`config.mk`:
```
export PLATFORM = sky130hd
export DESIGN_NAME = bytewise_divider
export DESIGN_NICKNAME = d
export VERILOG_FILES = /design/src/rtl/bytewise_divider.sv
export SDC_FILE = /design/constraint.sdc
export NUM_CORES = 2
export LEC_CHECK = 0
export BUFFER_PORTS_ARGS = -buffer_cell sky130_fd_sc_hd__buf_4
export CAP_MARGIN = 20
export CELL_PAD_IN_SITES_DETAIL_PLACEMENT = 1
export CELL_PAD_IN_SITES_GLOBAL_PLACEMENT = 1
export CORE_ASPECT_RATIO = 1.75
export CORE_MARGIN = 5
export CORE_UTILIZATION = 52
export CTS_CLUSTER_SIZE = 8
export DETAILED_ROUTE_END_ITERATION = 10
export PLACE_DENSITY = 0.87
export SETUP_SLACK_MARGIN = 0.1
export SLEW_MARGIN = 20
export SYNTH_ARGS = -nofsm -noshare
export SYNTH_HDL_FRONTEND = slang
export SYNTH_SLANG_ARGS = --single-unit
```
`constraint.sdc`:
```
create_clock -name clk -period 20.3 [get_ports clk]
set_input_delay 4.06 -clock clk [delete_from_list [all_inputs] [get_ports clk]]
set_output_delay 4.06 -clock clk [all_outputs]
set_load 0.02 [all_outputs]
```
`src/rtl/bytewise_divider.sv`:
```
// Streaming byte-wise long division of an arbitrary-length dividend by a
// run-time modulus, using a Barrett reduction step for each dividend byte.
module bytewise_divider #(
  parameter int unsigned M0LEN = 14,
  parameter int unsigned SHIFT = 27,
  parameter int unsigned LENW  = 11
) (
  input  logic             clk,
  input  logic             rst_n,
  input  logic             start,
  input  logic [LENW-1:0]  len,
  input  logic [M0LEN-1:0] m0,
  input  logic [SHIFT-1:0] m0_inverse,
  input  logic             in_valid,
  output logic             in_ready,
  input  logic [7:0]       in_byte,
  output logic             out_valid,
  input  logic             out_ready,
  output logic [7:0]       out_byte,
  output logic             out_last,
  output logic [M0LEN-1:0] remainder,
  output logic             done,
  output logic             busy
);

  localparam int unsigned DW = 2 * M0LEN;
  localparam int unsigned PW = DW + SHIFT;

  typedef enum logic [2:0] {
    S_IDLE,
    S_LOAD,
    S_DIV,
    S_EMIT,
    S_DONE
  } state_e;

  state_e           state_q;
  logic [LENW-1:0]  len_q;
  logic [LENW-1:0]  cnt_q;
  logic [M0LEN-1:0] m0_q;
  logic [SHIFT-1:0] inv_q;
  logic [M0LEN-1:0] r_q;
  logic [DW-1:0]    dividend_q;
  logic             in_ready_q;
  logic             out_valid_q;
  logic [7:0]       out_byte_q;
  logic             out_last_q;
  logic [M0LEN-1:0] remainder_q;
  logic             done_q;
  logic             busy_q;

  logic [PW-1:0]    prod;
  logic [DW-1:0]    m0_ext;
  logic [DW-1:0]    q_est;
  logic [DW-1:0]    rem_est;
  logic [7:0]       quot_d;
  logic [M0LEN-1:0] rem_d;

  // Barrett step: the floored reciprocal underestimates the quotient by at
  // most two, so two conditional corrections give the exact result.
  always_comb begin
    m0_ext  = DW'(m0_q);
    prod    = PW'(dividend_q) * PW'(inv_q);
    q_est   = DW'(prod >> SHIFT);
    rem_est = dividend_q - DW'(q_est * m0_ext);
    if (rem_est >= m0_ext) begin
      rem_est = rem_est - m0_ext;
      q_est   = q_est + DW'(1);
    end
    if (rem_est >= m0_ext) begin
      rem_est = rem_est - m0_ext;
      q_est   = q_est + DW'(1);
    end
    quot_d = 8'(q_est);
    rem_d  = M0LEN'(rem_est);
  end

  // Control FSM with registered handshake and status outputs.
  always_ff @(posedge clk or negedge rst_n) begin
    if (!rst_n) begin
      state_q     <= S_IDLE;
      len_q       <= '0;
      cnt_q       <= '0;
      m0_q        <= '0;
      inv_q       <= '0;
      r_q         <= '0;
      dividend_q  <= '0;
      in_ready_q  <= 1'b0;
      out_valid_q <= 1'b0;
      out_byte_q  <= '0;
      out_last_q  <= 1'b0;
      remainder_q <= '0;
      done_q      <= 1'b0;
      busy_q      <= 1'b0;
    end else begin
      case (state_q)
        S_IDLE: begin
          if (start) begin
            len_q <= len;
            m0_q  <= m0;
            inv_q <= m0_inverse;
            r_q   <= '0;
            cnt_q <= '0;
            if (len == '0) begin
              remainder_q <= '0;
              done_q      <= 1'b1;
              state_q     <= S_DONE;
            end else begin
              in_ready_q <= 1'b1;
              busy_q     <= 1'b1;
              state_q    <= S_LOAD;
            end
          end
        end
        S_LOAD: begin
          if (in_valid && in_ready_q) begin
            dividend_q <= DW'({r_q, in_byte});
            in_ready_q <= 1'b0;
            state_q    <= S_DIV;
          end
        end
        S_DIV: begin
          r_q         <= rem_d;
          out_byte_q  <= quot_d;
          out_valid_q <= 1'b1;
          out_last_q  <= (cnt_q == len_q - LENW'(1));
          state_q     <= S_EMIT;
        end
        S_EMIT: begin
          if (out_ready) begin
            out_valid_q <= 1'b0;
            out_last_q  <= 1'b0;
            cnt_q       <= cnt_q + LENW'(1);
            if (out_last_q) begin
              remainder_q <= r_q;
              done_q      <= 1'b1;
              busy_q      <= 1'b0;
              state_q     <= S_DONE;
            end else begin
              in_ready_q <= 1'b1;
              state_q    <= S_LOAD;
            end
          end
        end
        S_DONE: begin
          done_q  <= 1'b0;
          state_q <= S_IDLE;
        end
        default: begin
          state_q <= S_IDLE;
        end
      endcase
    end
  end

  assign in_ready  = in_ready_q;
  assign out_valid = out_valid_q;
  assign out_byte  = out_byte_q;
  assign out_last  = out_last_q;
  assign remainder = remainder_q;
  assign done      = done_q;
  assign busy      = busy_q;

endmodule

```
After elaboration in Yosys (flattened, before gate mapping)

Index checks and enable logic that the tools add are counted.

Add/subtract/negate cells: 7
Multipliers: 2
Divide/modulo/power cells: 0
Order comparisons: 2
Eq/ne operators: 12
Shift-type cells: 0
Multiplexer cells: 37
Bitwise gates (word level): 0
Reduce and logical (&&, ||, !) cells: 18

Operator list:

| kind                    | count |
|---|---|
| $mux W14                | 6 |
| $ge A28 B14 Y1          | 2 |
| $pmux W14 S2            | 2 |
| $mul A22 B27 Y49        | 1 |
| $mul A22 B14 Y28        | 1 |
| $mux W28                | 1 |
| $sub A22 B28 Y28        | 1 |
| $sub A28 B14 Y28        | 1 |
| $mux W11                | 2 |
| $pmux W11 S2            | 1 |
| $add A8 B1 Y8 const B   | 2 |
| $mux W8                 | 2 |
| $mux W3                 | 5 |
| $reduce_and A5 Y1       | 3 |
| $ne A2 B2 Y1 const B    | 7 |
| $sub A14 B14 Y14        | 1 |
| $mux W1                 | 12 |
| $pmux W3 S4             | 1 |
| $add A11 B1 Y11 const B | 1 |
| $eq A11 B11 Y1          | 1 |
| $logic_not A11 Y1       | 1 |
| $sub A11 B1 Y11 const B | 1 |
| $reduce_and A2 Y1       | 4 |
| $eq A3 B2 Y1 const B    | 2 |
| other kinds (10)        | 17 |

Register bits: 129
Latch bits: 0
Memory bits (writable): 0
Memory bits (read-only): 0
Input bits: 65
Output and inout port bits: 27
Logic and storage cells: 92
Memories kept: 0

Logic depth before layout (Yosys ltp)

Depth in word-level cells: 8
Depth in mapped cells: 76
Mapped depth without buffers: 70

Worst setup path after synthesis

No wires, ideal clock.

Path type: register -> register
From: reg dividend_q[1]
To: reg r_q[11]
Library setup time: 0.095 ns
Data arrival time: 16.378 ns
Data required time: 20.205 ns
Slack: 3.826 ns
Cell stages (with the launch flop): 71
Path buffers: 8
Period minus slack after synthesis: 16.474 ns
Cell sequence: dfrtp_1 -> clkbuf_1 -> buf_1 -> nand2_1 -> fa_1 -> fa_1 -> fa_1 -> inv_1 -> fa_1 -> inv_1 -> fa_1 -> inv_1 -> fa_1 -> inv_1 -> fa_1 -> inv_1 -> ha_1 -> nand4_1 -> [35 not listed] -> nor2_1 -> a21oi_1 -> ha_1 -> nor2b_1 -> o21ai_0 -> a21boi_0 -> o21ai_0 -> a21boi_0 -> o21a_1 -> o31ai_1 -> a21oi_1 -> a2111oi_0 -> nand4_1 -> or4_1 -> buf_2 -> buf_4 -> o21a_1 -> o31ai_1

Longest elaborated chain between the ends: 8
Elaborated cells on any way between the ends: 10
Classes of those cells: add/sub: 3; mul: 2; order compare: 2; mux: 3

RTL lines:

| item                                               | RTL line | source |
|---|---|---|
| start: declaration                                 | 43       | `logic [DW-1:0] dividend_q;` |
| start signal: assignment                           | 117      | `dividend_q <= DW'({r_q, in_byte});` |
| $mul A22 B27 Y49                                   | 63       | `prod = PW'(dividend_q) * PW'(inv_q);` |
| $mul A22 B14 Y28                                   | 65       | `rem_est = dividend_q - DW'(q_est * m0_ext);` |
| $sub A22 B28 Y28 (*)                               | 65       |  |
| $sub A28 B14 Y28 or $ge A28 B14 Y1 (tied branches) | 67, 66   |  |
| $mux W28 (*)                                       | 66       | `if (rem_est >= m0_ext) begin` |
| $ge A28 B14 Y1 or $sub A14 B14 Y14 (tied branches) | 70, 71   |  |
| $mux W14 (*)                                       | 70       | `if (rem_est >= m0_ext) begin` |
| $pmux W14 S2 (*)                                   | 96       | `case (state_q)` |
| end signal: assignment                             | 123      | `r_q <= rem_d;` |
| end: declaration                                   | 42       | `logic [M0LEN-1:0] r_q;` |

Every way passes the cells marked *; elsewhere a longest branch is shown, timed or not.
A chain may end at the register's enable or synchronous reset.

Final worst setup path

From: reg dividend_q[18]
To: reg out_byte_q[6], in the netlist out_byte[6]

Longest elaborated chain between the ends: 7
Elaborated cells on any way between the ends: 11
Classes of those cells: add/sub: 4; mul: 2; order compare: 2; mux: 3

RTL lines:

| item                                               | RTL line | source |
|---|---|---|
| $mul A22 B27 Y49                                   | 63       |  |
| $mul A22 B14 Y28                                   | 65       |  |
| $sub A22 B28 Y28                                   | 65       |  |
| $sub A28 B14 Y28 or $ge A28 B14 Y1 (tied branches) | 67, 66   |  |
| $mux W28 or $mux W8 (tied branches)                | 66       |  |
| $ge A28 B14 Y1 or $add A8 B1 Y8 (tied branches)    | 70, 72   |  |
| $mux W8 (*)                                        | 70       |  |
| end signal: assignment                             | 124      | `out_byte_q <= quot_d;` |
| end: declaration                                   | 46       | `logic [7:0] out_byte_q;` |

Marked as above.

==> key figures <==
Critical path
  – CP endpoint kind: register
  – WP data required: 20.64 ns
  – R2r setup slk: 0.99 ns
  – RR Startpoint: dividend_q[18]
  – Worst path slowest cell: o31ai_1
  – WP data arrival: 19.65 ns
  – FF-to-FF End: out_byte[6]
  – Setup CP Type: register to register
  – CP max FO: 28
  – CP startpoint kind: register
  – R2R depth: 59
  – Slowest stage delay, CP: 0.71 ns
  – Buf+Inv Stages, Crit Path: 7
  – Top Family by Delay on Critical Path: adder cells
  – Crit path top cell by count: fa_1

Timing
  – Final setup viols: 0
  – Final hold vios: 0
  – Final Skew: 0.0208 ns
  – Crit share post-route: 0.951
  – Slew Limit Fails: 0
  – Tmin final: 19.31 ns
  – Unrepaired setup endpoints after global routing: false
  – Sum of negative setup slack: 0 ns
  – Worst slew pin tran: 1.24 ns
  – Final Worst Setup Slack: 0.991 ns
  – Rel. slew slack: 0.177
  – Fmax: 51.8 MHz

CTS
  – Clk_lat worst skew: 0.51 ns
  – CTS max path bufs: 2
  – Cts hold-fix bufs: 0
  – CTS tree: built
  – H-tree depth: 4
  – Worst-path clk slew: 0.07 ns
  – Clock sinks: 129
  – Root buffer selected by CTS: clkbuf_16
  – Total CTS buffers: 17

Place
  – Detailed-placement wirelength estimate: 104000 µm
  – Gpl congestion: 1.01
  – DP Worst Slack: 0.971 ns
  – # port buffers: 91

Routing
  – Routed len/inst: 28.6 µm
  – Final WL: 138000 µm
  – Via count: 30.1k
  – 1st-pass router iterations: 6
  – Vias per cell: 6.22
  – 1st-iter DRT viols: 2148
  – Post-route DRC: 0
  – Post-DRT Antenna Nets: 0

Die
  – Die Ht: 356 µm
  – Starting density of the core: 0.522
  – Die area: 0.0740 mm²
  – Rows: 127
  – # IOs: 92
  – Die Wd: 208 µm
  – Area of the core: 0.0682 mm²

Status
  – Status: complete, no violations

Synth
  – Xor/xnor cell area share of the yosys netlist: 0.0265
  – EDFF count, synth: 0
  – Compound-Gate Fraction of Synth Area: 0.0697
  – Cells after Synth: 3946
  – Mean Syn Cell Area: 9.02 µm²
  – Syn Nets: 5007
  – Proportion of synthesized area in mux cells: 0.0222
  – Adder-cell share of the synthesized area: 0.505
  – Post-synth ARST share: 1.00
  – Main area contributors after synthesis: fa_1, ha_1, dfrtp_1, and2_1, inv_1
  – Simple-gate share of the synthesized area: 0.183
  – Synth unique cells: 83
  – Ys flop type: dfrtp_1
  – Mapped Area: 0.0356 mm²
  – Post-synth top area share: 0.413
  – FF+latch count, synth: 129
  – Synth warn: 0
  – Register area share after synthesis: 0.0907
  – Area leader, netlist: fa_1
  – Combinational family with the most area after synthesis: adder cells

GRT
  – Gr ovfl total: 0
  – GRT Total Usage: 0.378
  – Initial antenna violation count: 8
  – Vias in the first global route: 36.3k
  – First-pass GRT wire length: 211000 µm
  – Largest net degree at the start of global routing: 77

Hold path
  – Hold_sp: remainder[7]
  – Worst min path class: register to register
  – Min-Delay Path Depth: 2
  – Hold path endpoint: remainder[7]

Finish
  – Fin nets: 4974
  – Footprint of the multi-input gates: 0.0288 mm²
  – Reg area: 0.00324 mm²
  – Share of cells above drive strength 1: 0.0769
  – Area Growth Syn to Fin: 6.05%
  – Filler cells: 7801

Run
  – Max cap viols: 0
## cells in the final DEF, fill, tap and decap left out, types with 14 or more instances in the layout
master       n
o21a_1      16
a21o_1      29
clkbuf_16   17
xnor2_1     62
and2_1     463
o21ai_0    101
nand3_1     43
ha_1       261
a21oi_1    110
nor3_1      21
inv_1      745
and3_1      15
nand2_1    569
nand4_1     34
xor2_1      30
or3_1       14
nor2_1      94
mux2_2      59
fa_1       735
buf_4      153
a211oi_1    16
dfrtp_1    118
## routing by layer
layer / share of wire / up-vias / GRT usage
met3: 0.076 / 1012 / 0.0912
met4: 0.13 / 0 / 0.379
met5: 0 / - / 0
met1: 0.29 / 15221 / 0.350
li1: - / 11990 / -
met2: 0.50 / 1861 / 0.660
## state kept, by name, indices dropped and copies added, names as in the netlist, 3 cells and up
name and cells:
len_q 11, inv_q 27, r_q 14, cnt_q 11, dividend_q 22, m0_q 14, out_byte 8, state_q 3
remainder 14
## synth_stat cells, types with 5 or more instances
master    count
inv_1       745
fa_1        735
nand2_1     569
and2_1      463
ha_1        261
clkbuf_1    180
dfrtp_1     129
a21oi_1     110
o21ai_0     102
nor2_1       96
xnor2_1      66
mux2_2       59
nand3_1      43
nand4_1      34
xor2_1       30
a21o_1       29
nor3_1       21
a211oi_1     16
o21a_1       16
and3_1       15
or3_1        14
o211ai_1     13
o21ai_1      13
o21bai_1     12
o31ai_1      12
mux2i_1      11
nor4_1       10
buf_2         9
a31oi_1       8
buf_6         8
a21boi_0      7
nor2b_1       7
a221oi_1      6
buf_1         6
or2_2         6
a21oi_2       5
## worst reg2reg max path, delay by kind of cell, from the launching register on
kind / cells / cell delay, ns
AOI/OAI and AO/OA: 16 / 4.16
xor gates and xnor gates: 2 / 0.46
adders and majority gates: 17 / 8.32
buffers and inverters: 7 / 1.29
DFF: 1 / 0.70
muxes: 1 / 0.32
and+or+nand+nor: 16 / 3.93
## area by class of cell
cell class,count,share of cell area
multi-input cells,2865,0.762
repair buffers,155,0.0310
well taps,903,0.0299
clock buffers,17,0.0113
flip-flops and latches,129,0.0859
diodes,11,0.000729
clock inverters,15,0.00534
inverters,745,0.0741
## kinds of logic (layout without fill, tap and decap cells)
logic type	after synthesis	after routing
AOI/OAI and AO/OA	393	393
xor gates and xnor gates	101	101
adders and majority gates	996	996
buffers and inverters	952	932
DFF	129	129
muxes	71	71
other	0	11
and+or+nand+nor	1304	1304
## timing repair
| item | 4_1_cts | 5_1_grt |
|---|---|---|
| setup buffers | 0 | 0 |
| setup endpoints to repair | 0 | 22 |
| gates resized for setup | 0 | 13 |
## through the flow
step / util / hold slack (ns) / instance area (µm²) / instances
finish: 0.554 / 0.480 / 37700 / 4840
global route: 0.553 / 0.513 / 37700 / 4831
CTS: 0.553 / 0.484 / 37700 / 4829
detailed placement: 0.544 / 0.465 / 37100 / 4797
global placement: 0.544 / 0.462 / 37100 / 4797
floorplan: - / 0.462 / 35600 / 3946
## how the worst max path moves through the flow
stage	start	end	slack (ns)	cells after the start
after global placement	dividend_q[9]	out_byte[6]	1.58	60
after global routing	dividend_q[1]	out_byte[6]	0.31	62
after detailed placement	dividend_q[4]	out_byte[6]	0.97	62
after floorplan	dividend_q[1]	r_q[11]	3.83	70
after CTS	inv_q[17]	out_byte[6]	0.74	59
final	dividend_q[18]	out_byte[6]	0.99	59
Power is left out: the tool's default activity adds up to more than one toggle a clock period on the data nets, which glitch-free logic cannot reach.
